**src/rtl/reset_controller.sv**
```systemverilog
// reset_controller: source of the SoC system reset.
// Merges power-on reset, a debounced pushbutton, a software request and an
// optional watchdog into one reset that asserts asynchronously and releases
// synchronously after a minimum pulse width. Records the last reset cause.
// Optional watchdog enabled by defining WATCHDOG_EN (adds the wdt_kick port).
module reset_controller #(
  parameter int unsigned POR_CYCLES = 16,
  parameter int unsigned RST_CYCLES = 8,
  parameter int unsigned DB_CYCLES  = 50000,
  parameter int unsigned CW         = 16,
  parameter int unsigned WDT_CYCLES = 60000
) (
  input  logic       clk,
  input  logic       reset,
  input  logic       btn,
  input  logic       sw_rst_req,
  output logic       sw_rst_ack,
  output logic       rst_out,
  output logic [1:0] rst_cause,
  output logic       busy
`ifdef WATCHDOG_EN
  ,
  input  logic       wdt_kick
`endif
);

  // Largest count any counter must reach; counters saturate here.
  localparam int unsigned MAX_AB     = (POR_CYCLES > RST_CYCLES) ? POR_CYCLES : RST_CYCLES;
  localparam int unsigned MAX_CD     = (DB_CYCLES > WDT_CYCLES) ? DB_CYCLES : WDT_CYCLES;
  localparam int unsigned MAX_CYCLES = (MAX_AB > MAX_CD) ? MAX_AB : MAX_CD;
  localparam logic [CW-1:0] CNT_CEIL = CW'(MAX_CYCLES);

  localparam logic [CW-1:0] POR_LAST = CW'(POR_CYCLES - 1);
  localparam logic [CW-1:0] RST_LAST = CW'(RST_CYCLES - 1);
  localparam logic [CW-1:0] DB_LAST  = CW'(DB_CYCLES - 1);

  localparam logic [1:0] CAUSE_POR = 2'b00;
  localparam logic [1:0] CAUSE_BTN = 2'b01;
  localparam logic [1:0] CAUSE_SW  = 2'b10;
  localparam logic [1:0] CAUSE_WDT = 2'b11;

  typedef enum logic [1:0] {
    ST_POR_HOLD = 2'd0,
    ST_RUN      = 2'd1,
    ST_ASSERT   = 2'd2,
    ST_QUIET    = 2'd3
  } state_t;

  // Saturating increment shared by all counters.
  function automatic logic [CW-1:0] sat_inc(input logic [CW-1:0] c);
    return (c >= CNT_CEIL) ? c : c + CW'(1);
  endfunction

  // Reset release synchronizer
  logic r_por_s1;
  logic r_por_s2;

  // Button synchronizer and debouncer
  logic          r_btn_s1;
  logic          r_btn_s2;
  logic          r_db;
  logic          r_db_q;
  logic [CW-1:0] r_db_cnt;
  logic          w_db_rise;

  // Controller state and registered outputs
  state_t        r_state;
  logic [CW-1:0] r_cnt;
  logic [1:0]    r_cause;
  logic          r_ack;
  logic          r_rst_out;
  logic          r_busy;

  // Next-state values
  state_t        w_state_nxt;
  logic [CW-1:0] w_cnt_nxt;
  logic [1:0]    w_cause_nxt;
  logic          w_ack_nxt;

  // Trigger arbitration
  logic          w_trig;
  logic [1:0]    w_trig_code;
  logic          w_wdt_exp;

  // Two-flop synchronizer on the release edge of the async reset pin
  always_ff @(posedge clk or negedge reset) begin
    if (!reset) begin
      r_por_s1 <= 1'b0;
      r_por_s2 <= 1'b0;
    end else begin
      r_por_s1 <= 1'b1;
      r_por_s2 <= r_por_s1;
    end
  end

  // Two-flop synchronizer for the raw pushbutton
  always_ff @(posedge clk or negedge reset) begin
    if (!reset) begin
      r_btn_s1 <= 1'b0;
      r_btn_s2 <= 1'b0;
    end else begin
      r_btn_s1 <= btn;
      r_btn_s2 <= r_btn_s1;
    end
  end

  // Debouncer: flip the stable state after DB_CYCLES consecutive differing samples
  always_ff @(posedge clk or negedge reset) begin
    if (!reset) begin
      r_db     <= 1'b0;
      r_db_q   <= 1'b0;
      r_db_cnt <= '0;
    end else begin
      r_db_q <= r_db;
      if (r_btn_s2 == r_db) begin
        r_db_cnt <= '0;
      end else if (r_db_cnt >= DB_LAST) begin
        r_db     <= ~r_db;
        r_db_cnt <= '0;
      end else begin
        r_db_cnt <= sat_inc(r_db_cnt);
      end
    end
  end

  assign w_db_rise = r_db & ~r_db_q;

`ifdef WATCHDOG_EN
  localparam logic [CW-1:0] WDT_LAST = CW'(WDT_CYCLES - 1);

  logic [CW-1:0] r_wdt_cnt;

  // Watchdog counter: counts only in RUN, cleared by a kick or any non-RUN state
  always_ff @(posedge clk or negedge reset) begin
    if (!reset) begin
      r_wdt_cnt <= '0;
    end else if ((r_state != ST_RUN) || wdt_kick) begin
      r_wdt_cnt <= '0;
    end else begin
      r_wdt_cnt <= sat_inc(r_wdt_cnt);
    end
  end

  assign w_wdt_exp = (r_state == ST_RUN) && !wdt_kick && (r_wdt_cnt == WDT_LAST);
`else
  assign w_wdt_exp = 1'b0;
`endif

  // Trigger arbitration: button beats software beats watchdog
  always_comb begin
    w_trig      = 1'b1;
    w_trig_code = CAUSE_BTN;
    if (w_db_rise) begin
      w_trig_code = CAUSE_BTN;
    end else if (sw_rst_req) begin
      w_trig_code = CAUSE_SW;
    end else if (w_wdt_exp) begin
      w_trig_code = CAUSE_WDT;
    end else begin
      w_trig = 1'b0;
    end
  end

  // Controller next-state, counter, cause and acknowledge logic
  always_comb begin
    w_state_nxt = r_state;
    w_cnt_nxt   = r_cnt;
    w_cause_nxt = r_cause;
    w_ack_nxt   = 1'b0;
    unique case (r_state)
      ST_POR_HOLD: begin
        if (r_por_s2) begin
          if (r_cnt >= POR_LAST) begin
            w_state_nxt = ST_RUN;
            w_cnt_nxt   = '0;
          end else begin
            w_cnt_nxt = sat_inc(r_cnt);
          end
        end
      end
      ST_RUN: begin
        w_cnt_nxt = '0;
        if (w_trig) begin
          w_state_nxt = ST_ASSERT;
          w_cause_nxt = w_trig_code;
          w_ack_nxt   = (w_trig_code == CAUSE_SW);
        end
      end
      ST_ASSERT: begin
        if (r_cnt >= RST_LAST) begin
          w_cnt_nxt = '0;
          // A still-held button parks in QUIET so the reset does not release under it.
          if ((r_cause == CAUSE_BTN) && r_db) begin
            w_state_nxt = ST_QUIET;
          end else begin
            w_state_nxt = ST_RUN;
          end
        end else begin
          w_cnt_nxt = sat_inc(r_cnt);
        end
      end
      ST_QUIET: begin
        w_cnt_nxt = '0;
        if (!r_db) begin
          w_state_nxt = ST_RUN;
        end
      end
      default: begin
        w_state_nxt = ST_POR_HOLD;
        w_cnt_nxt   = '0;
      end
    endcase
  end

  // State register and registered outputs; reset pin asserts rst_out immediately
  always_ff @(posedge clk or negedge reset) begin
    if (!reset) begin
      r_state   <= ST_POR_HOLD;
      r_cnt     <= '0;
      r_cause   <= CAUSE_POR;
      r_ack     <= 1'b0;
      r_rst_out <= 1'b1;
      r_busy    <= 1'b1;
    end else begin
      r_state   <= w_state_nxt;
      r_cnt     <= w_cnt_nxt;
      r_cause   <= w_cause_nxt;
      r_ack     <= w_ack_nxt;
      r_rst_out <= (w_state_nxt != ST_RUN);
      r_busy    <= (w_state_nxt != ST_RUN);
    end
  end

  assign sw_rst_ack = r_ack;
  assign rst_out    = r_rst_out;
  assign rst_cause  = r_cause;
  assign busy       = r_busy;

endmodule

```
**config.mk**
```make
export PLATFORM = sky130hd
export DESIGN_NAME = reset_controller
export DESIGN_NICKNAME = d
export VERILOG_FILES = /design/src/rtl/reset_controller.sv
export SDC_FILE = /design/constraint.sdc
export NUM_CORES = 1
export LEC_CHECK = 0
export ABC_AREA = 1
export BUFFER_PORTS_ARGS = -buffer_cell sky130_fd_sc_hd__clkbuf_2
export CAP_MARGIN = 25
export CORE_UTILIZATION = 64
export CTS_BUF_LIST = sky130_fd_sc_hd__clkbuf_2 sky130_fd_sc_hd__clkbuf_4 sky130_fd_sc_hd__clkbuf_8
export DETAILED_ROUTE_END_ITERATION = 7
export GPL_TIMING_DRIVEN = 0
export PLACE_DENSITY = 0.85
export SETUP_SLACK_MARGIN = 0.3
export SYNTH_ARGS = -nofsm -noshare
export SYNTH_HDL_FRONTEND = slang
export SYNTH_SLANG_ARGS = --single-unit
export TNS_END_PERCENT = 100
```
**constraint.sdc**
```tcl
create_clock -name clk -period 2.1 [get_ports clk]
set_input_delay 0.105 -clock clk [delete_from_list [all_inputs] [get_ports clk]]
set_output_delay 0.105 -clock clk [all_outputs]
set_load 0.03 [all_outputs]
```
==> impl_metrics.tcl, run 1 <==
set metrics [dict create \
    hold_path_class "primary input to asynchronous set/reset pin" \
    dr.pass1.iters 4 \
    dieArea_mm2 0.00369 \
    pin_count 9 \
    clkSlewWorstSetupHoldPaths_ps 140 \
    drv_slew 0 \
    gp_congestion 0.845 \
    initial_utilization_pct 70.1 \
    endpoint_kind "flip-flop" \
    max_stage_delay_ps 490 \
    worstPathArrival_ps 1930 \
    synth.most_common_cell "nor2_1" \
    gr-usage-met2_pct 38.3 \
    ff2ff_setup_slack_ps 460 \
    core_area_mm2 0.00315 \
    wire_per_inst_um 11.9 \
    p_leak_nw 1.16 \
    finalNetCount 285 \
    fin_crit_sh_pct 78.2 \
    cts_resized 0 \
    ys_seq_area_share_pct 49.9 \
    utilization_pct 77.7 \
    worst_setup_path_start_kind "flip-flop" \
    cts_buffers 5 \
    cp_slowest_cell "dfrtp_1" \
    finalClockSkew_ps 9.94 \
    grt.met3_usage_pct 5.76 \
    path_cells "ha_1 > nand3_2 > nand3_1 > nand3b_1 > nand2_2 > buf_6 > nor3_1" \
    cp_top_family "simple AND/OR/NAND/NOR gates" \
    async_flop_share_pct 100 \
    netlist_instances 258 \
    hpwlAfterDp_um 2800 \
    dr.first_iter.drc_count 67 \
    worstReg2RegStart "r_db_cnt[0]" \
    run_status "finished clean" \
    antenna_found_initial 0 \
    ir_drop_mv 0.690 \
    synth_area_leaders "dfrtp_1 49%, nor2_1 8.5%, nand2_1 7.3%" \
    synth_top_area_cell "dfrtp_1" \
    die_w_um 60.8 \
    insertedDiodeCount 0 \
    whs_ps 173 \
    ant_nets 0 \
    routed_wl_um 3820 \
    cp_num_buf_inv 1 \
    crit_type "flip-flop to flip-flop" \
    syn_area_mm2 0.00221 \
    rsz0062_at_grt "no" \
    die_h_um 60.8 \
    synth_top_area_share_pct 48.7 \
    finalHoldViolCount 0 \
    synthDistinctLibCells 29 \
    synthFlopType "dfrtp_1" \
    cts-root-buf "clkbuf_4" \
    drc 0 \
    required_ps 2380 \
    grt_max_degree 32 \
    reg2reg_depth 7 \
    post_cts.repair.setup_buffers 0 \
    synth-seq-cells 44 \
    grt_pass1_vias 1588 \
    io_buffers 8 \
    fmax_mhz 609 \
    cap_violations 0 \
    finalSetupViolCount 0 \
    avgSynthCellArea_um2 8.57 \
    drive_gt1_share_pct 16.9 \
    worstReg2RegEnd "r_db_cnt[4]" \
    hold_buffers 3 \
    grt_pass1_wl_um 6620 \
    overflow 0 \
    synth_edf_count 0 \
    grt-busiest-layer "met2" \
    cp_max_fo 10 \
    cts_buffer_depth 2 \
    rows 20 \
    tns_ps 0 \
    via_per_inst 5.11 \
    powerDensity_mw_per_mm2 865 \
    synth_common_cells "50 x nor2_1, 43 x dfrtp_1, 43 x nand2_1" \
    vias 1645 \
    clk_latency_ps 360 \
    met1_usage_pct 33.8 \
    grt_usage_pct 24.4 \
    cts_tree "built" \
    synthToLayoutAreaGrowth_pct 10.9 \
    finalCriticalPeriod_ps 1640 \
    cts.sinks 44 \
    synth_fp_nets 266 \
    cts_max_level 2 \
    yosys_warnings 0 \
]
-- worst max path at each step --
stage,from,endpoint,slack (ps),cells past startpoint
final,r_db_cnt[0],r_db_cnt[4],460,7
after floorplan,r_db_cnt[0],r_db_cnt[10],700,7
after global placement,r_db_cnt[0],r_db_cnt[15],510,7
after detailed placement,r_db_cnt[0],r_db_cnt[4],490,7
after global routing,r_db_cnt[0],r_db_cnt[4],330,7
after CTS,r_db_cnt[0],r_db_cnt[4],460,7
-- cell usage in the layout (no fill, tap or decap), types with 5 or more instances in the layout --
master,instances
nor2_1,50
nand2_1,43
dfrtp_1,43
inv_1,37
nand3_1,13
nor3_2,10
xor2_1,10
nor3_1,8
clkbuf_2,8
nand4_1,7
clkbuf_4,5
-- final cells by class --
| cell class | instances | area (um^2) |
|---|---|---|
| clock inverter | 1 | 30.0 |
| timing repair buffer | 12 | 90.1 |
| fill | 248 | 702 |
| sequential | 44 | 1100 |
| tap | 44 | 55.1 |
| clock buffer | 7 | 65.1 |
| buffer | 5 | 46.3 |
| inverter | 38 | 143 |
| multi-input combinational | 171 | 920 |
-- state kept, by name, indices dropped and copies added, names as in the netlist --
register,flops
r_por_s2,1
r_db_q,1
r_cnt,16
r_btn_s1,1
r_db,1
r_state,2
r_por_s1,1
r_btn_s2,1
r_db_cnt,16
busy,1
sw_rst_ack,1
rst_cause,2
-- where the power goes --
part           internal, mW  total, mW  switching, mW
combinational         0.184      0.507          0.322
sequential            0.937       1.02         0.0824
clock                 0.316      0.593          0.277
total                  1.44       2.12          0.681
-- metrics by stage --
stage	cell area [um^2]	instances	total power [mW]	setup WS, ps
after floorplan	2210	258	1.41	699
after global placement	2310	310	1.51	507
after detailed placement	2330	311	1.54	492
after CTS	2450	322	2.13	456
after global routing	2450	322	2.23	327
final	2450	322	2.12	457
-- worst register-to-register path: cells and delay by family, from the launching register on --
family                     cells  cell delay [ps]
and+or+nand+nor                5              610
DFF                            1              490
adders and majority gates      1              300
buffers and inverters          1              180
-- cells by family after synthesis --
logic type | after synthesis | synth area share [%]
DFF | 44 | 49.9
xor gates and xnor gates | 11 | 4.36
other | 1 | 0.170
AOI/OAI and AO/OA | 8 | 1.98
and+or+nand+nor | 147 | 32.8
buffers and inverters | 43 | 8.55
adders and majority gates | 4 | 2.26
-- metal layers --
metal	part of all wire, %	wire length [um]	vias to the layer above
li1	-	-	839
met1	48	1850	780
met5	0	0	-
met2	47	1810	20
met3	3.2	124	6
met4	0.94	36	0
Power figures use the tool's default switching activity.
==> inputs of run 2 (changes only) <==
Settings changed: CORE_UTILIZATION 64 to 57, PLACE_DENSITY 0.85 to 0.8.
Clock period 2.1 ns to 1.5 ns, I/O delays scaled along.
==> run 2 against run 1 <==
Compared with the run above: the run now ends with setup timing left; fmax rose by 4.3%; routed wire length rose by 80%; setup slack got worse by 530 ps; die area rose by 12%; non-clock buffer count rose by 29; clock skew fell by 1.6 ps; combinational power rose to 2.5 times the previous value.
==> impl_metrics.tcl, run 2 (same netlist as run 1, synthesis figures left out) <==
set metrics [dict create \
    run_status "finished with violations" \
    violations "setup timing" \
    finalNetCount 314 \
    cp_max_fo 10 \
    core_area_mm2 0.00369 \
    dr.pass1.iters 5 \
    ant_nets 0 \
    worstPathArrival_ps 1790 \
    layout_common_cells "41 x dfrtp_1, 38 x nand2_1, 34 x inv_1" \
    tns_ps -444 \
    cts_buffer_depth 2 \
    ir_drop_mv 1.27 \
    cts.sinks 44 \
    die_h_um 64.3 \
    initial_utilization_pct 59.9 \
    wire_per_inst_um 19.4 \
    fill_cells 187 \
    clkSlewWorstSetupHoldPaths_ps 90 \
    powerDensity_mw_per_mm2 1200 \
    io_buffers 8 \
    stdcell_area_mm2 0.00305 \
    overflow 0 \
    rsz0062_at_grt "yes" \
    drive_gt1_share_pct 41.7 \
    finalSetupViolCount 10 \
    cts-root-buf "clkbuf_8" \
    top_regs "r_cnt x16, r_db_cnt x16" \
    placed_cell_area_mm2 0.00235 \
    gp_congestion 0.823 \
    worst_slack_ps -75.7 \
    antenna_found_initial 0 \
    grt_max_degree 33 \
    finalHoldViolCount 0 \
    grt_pass1_vias 1814 \
    grt_usage_pct 26.6 \
    finalClockSkew_ps 8.29 \
    die_w_um 64.3 \
    drv_slew 0 \
    grt_pass1_wl_um 8290 \
    crit_type "flip-flop to flip-flop" \
    cts_max_level 2 \
    p_leak_nw 1.39 \
    cap_violations 0 \
    cts_tree "built" \
    routed_wl_um 6880 \
    drc 0 \
    layoutNonFillerInstCount 355 \
    fmax_mhz 635 \
    preCtsSetupSlack_ps -13.3 \
    endpoint_kind "flip-flop" \
    multi_input_area_mm2 0.00121 \
    fin_crit_sh_pct 105 \
    via_per_inst 5.86 \
    worst_setup_path_start_kind "flip-flop" \
    insertedDiodeCount 0 \
    mostFrequentLayoutCell "dfrtp_1" \
    synthToLayoutAreaGrowth_pct 37.9 \
    finalCriticalPeriod_ps 1580 \
    register_area_mm2 0.00110 \
    hpwlAfterDp_um 2800 \
    utilization_pct 82.7 \
    clk_latency_ps 300 \
    dieArea_mm2 0.00413 \
    rows 22 \
    dp.cells 315 \
    hold_path_class "primary input to flip-flop" \
    pin_count 9 \
    cts_buffers 5 \
    vias 2079 \
    dr.first_iter.drc_count 201 \
    required_ps 1710 \
]
==> run 2: critical path, stage by stage (launching register included) <==
cell     delay, ps
dfrtp_1        430
xor2_1         340
inv_1          280
buf_6          250
nor3_2         190
==> run 2: final timing paths <==
kind                       startpoint           end  slack (ps)  cells after the start
hold reg to reg              r_por_s1      r_por_s2         370                      0
hold / removal             sw_rst_req    sw_rst_ack          40                      3
min in group asynchronous       reset     r_cnt[13]         210                      2
setup reg to reg                 r_db  r_db_cnt[10]         -80                      4
max in group asynchronous       reset  r_db_cnt[10]         770                      3
setup / recovery                 r_db  r_db_cnt[10]         -80                      4
==> run 2: stage by stage <==
stage	total power, mW	hold slack, ps
after CTS	3.29	36.6
after floorplan	1.97	-221
after detailed placement	2.14	-5.46
final	3.67	37.6
after global routing	3.81	41.6
after global placement	2.12	186
==> run 2: final cells by class <==
cell class / instances / share of cell area (%)
multi-input combinational: 171 / 39.6
sequential: 44 / 36.2
timing repair buffer: 41 / 11.4
inverter: 38 / 4.76
clock buffer: 6 / 2.71
buffer: 5 / 2.09
tap: 48 / 1.97
clock inverter: 2 / 1.27
==> run 2: report_power, final <==
| part | total (mW) | internal, mW | switching, mW | leakage [nW] |
|---|---|---|---|---|
| clock network | 0.966 | 0.545 | 0.421 | 0.0614 |
| logic | 1.28 | 0.531 | 0.752 | 0.741 |
| registers | 1.42 | 1.31 | 0.108 | 0.585 |
| total | 3.67 | 2.39 | 1.28 | 1.39 |
==> run 2: routing by layer <==
layer / track usage [%] / part of all wire (%)
met1: 34.6 / 37
met2: 43.3 / 51
met3: 5.71 / 7.8
met4: 10.6 / 3.8
met5: 0 / 0
==> run 2: repair_timing <==
item                                   CTS  global route
endpoints found under the hold margin   16             0
setup buffers                           14            13
cloned                                   3             0
gates resized for setup                 35            53
setup endpoints to repair               35            36
pin swaps                               12            13
hold buffers                             2             0
==> inputs of run 3 (changes only) <==
Settings changed: CORE_UTILIZATION 57 to 46, PLACE_DENSITY 0.8 to 0.65.
Clock period 1.5 ns to 1.8 ns, I/O delays scaled along.
==> run 3 against run 2 <==
Compared with the run above: the run now ends clean; total power down 28%; combinational power decreased by 49%; critical path depth grew 3.
==> impl_metrics.tcl, run 3 (same netlist as run 1, synthesis figures left out) <==
set metrics [dict create \
    pin_count 9 \
    drc 0 \
    power.switching_uw 803 \
    fmax_mhz 686 \
    cts_max_level 2 \
    routed_wl_um 4050 \
    core_area_mm2 0.00447 \
    p_leak_nw 1.24 \
    insertedDiodeCount 0 \
    power_frac_seq_pct 44.6 \
    run_status "finished clean" \
    die_w_um 71.3 \
    startpoint "r_db_cnt[1]" \
    worstReg2RegStart "r_db_cnt[1]" \
    internal_power_mw 1.83 \
    dr.pass1.iters 4 \
    endpoint_kind "flip-flop" \
    cp_slowest_cell "dfrtp_2" \
    clkSlewWorstSetupHoldPaths_ps 90 \
    cp_max_fo 5 \
    holdCritStartpoint "sw_rst_req" \
    crit_type "flip-flop to flip-flop" \
    drv_slew 0 \
    rows 24 \
    antenna_found_initial 0 \
    cts.sinks 44 \
    ant_nets 0 \
    powerDensity_mw_per_mm2 1000 \
    grt_pass1_vias 1476 \
    ir_drop_mv 0.769 \
    cts_buffer_depth 2 \
    worstPathArrival_ps 1690 \
    preCtsSetupSlack_ps 186 \
    finalCriticalPeriod_ps 1460 \
    max_stage_delay_ps 450 \
    grt_pass1_wl_um 6580 \
    cts_buffers 5 \
    whs_ps 49.7 \
    io_buffers 8 \
    hold_path_class "primary input to flip-flop" \
    top_regs "r_cnt x16, r_db_cnt x16" \
    fin_crit_sh_pct 81.0 \
    cp_num_buf_inv 1 \
    dr.first_iter.drc_count 89 \
    synthToLayoutAreaGrowth_pct 19.2 \
    utilization_pct 58.9 \
    finalNetCount 294 \
    via_per_inst 4.85 \
    gp_congestion 0.871 \
    p_comb_share_pct 24.6 \
    worst_setup_path_start_kind "flip-flop" \
    overflow 0 \
    wire_per_inst_um 11.9 \
    tns_ps 0 \
    die_h_um 71.3 \
    hpwlAfterDp_um 2720 \
    grt_usage_pct 17.0 \
    clk_latency_ps 300 \
    swShare_pct 30.4 \
    worst_slack_ps 341 \
    finalHoldViolCount 0 \
    layoutNonFillerInstCount 339 \
    grt_max_degree 32 \
    clkPwrFrac_pct 30.9 \
    required_ps 2030 \
    layout_common_cells "50 x nor2_1, 42 x nand2_1, 41 x dfrtp_1" \
    path_cells "ha_4 > nand3_4 > nand3_2 > nand3b_1 > nand2_4 > clkbuf_16 > nor3_2" \
    mostFrequentLayoutCell "nor2_1" \
    finalSetupViolCount 0 \
    finalClockSkew_ps 9.64 \
    rsz0062_at_grt "yes" \
    cts_tree "built" \
    dp.cells 319 \
    drive_gt1_share_pct 23.0 \
    vias 1645 \
    cts-root-buf "clkbuf_8" \
    dieArea_mm2 0.00509 \
    cp_top_family "simple AND/OR/NAND/NOR gates" \
    initial_utilization_pct 49.4 \
    cap_violations 0 \
]
==> run 3: changes by cell type in the layout (fill, tap and decap cells not counted), moves of 3 or more <==
cell and delta:
o21ai_0 +3, nand3_2 -6, nand2_1 +4, nor3_1 +3, nor3_2 +3, nor2_1 +21, nand2_2 -3, nor2_2 -12
buf_4 -18, nor3_4 -6, buf_8 -4, nor2_4 -9, o21ai_2 -4, nand3_1 +6
==> run 3: final cells by class <==
type	count	area (um^2)
buffer	5	55.1
clock buffer	7	96.3
clock inverter	1	30.0
fill	394	1840
inverter	38	143
multi-input combinational	172	976
sequential	44	1100
tap	52	65.1
timing repair buffer	20	165
==> run 3: stage by stage <==
| step | area [um^2] | total power, mW |
|---|---|---|
| finish | 2640 | 2.64 |
| global route | 2640 | 2.79 |
| CTS | 2490 | 2.63 |
| detailed placement | 2340 | 1.79 |
| global placement | 2320 | 1.77 |
| floorplan | 2210 | 1.64 |
==> run 3: layer usage <==
layer / vias to the layer above / global-route usage [%] / wire, um
met5: - / 0 / 0
met4: 0 / 8.67 / 78
met3: 7 / 3.09 / 77
met2: 17 / 25.9 / 1800
met1: 762 / 23.4 / 2090
li1: 859 / - / -
==> run 3: power by group through the flow <==
stage                     Sequential, mW  Clock [mW]  Combinational (mW)
after CTS                           1.18       0.847               0.598
after global placement              1.20           0               0.570
final                               1.18       0.815               0.648
after global routing                1.18       0.875               0.735
after floorplan                     1.25           0               0.391
after detailed placement            1.21           0               0.586
==> run 3: final timing paths <==
check,endpoint,slack [ps],cells past startpoint
setup / recovery,r_db_cnt[6],340,7
hold / removal,sw_rst_ack,50,3
setup reg to reg,r_db_cnt[6],340,7
hold reg to reg,r_btn_s2,360,0
max in group asynchronous,r_db_cnt[1],1050,3
min in group asynchronous,r_cnt[15],240,2
==> run 3: what timing repair did <==
item,CTS,global route
endpoints found under the setup margin,13,19
cloned,0,2
buffers inserted,1,7
pin swaps,0,4
hold buffers,2,0
resized for setup,2,13
endpoints found under the hold margin,13,0
==> run 3: worst reg2reg max path: cells and delay by family, from the launching register on <==
| kind | cells | cell delay (ps) |
|---|---|---|
| buffers and inverters | 1 | 180 |
| and+or+nand+nor | 5 | 580 |
| DFF | 1 | 450 |
| adders and majority gates | 1 | 190 |
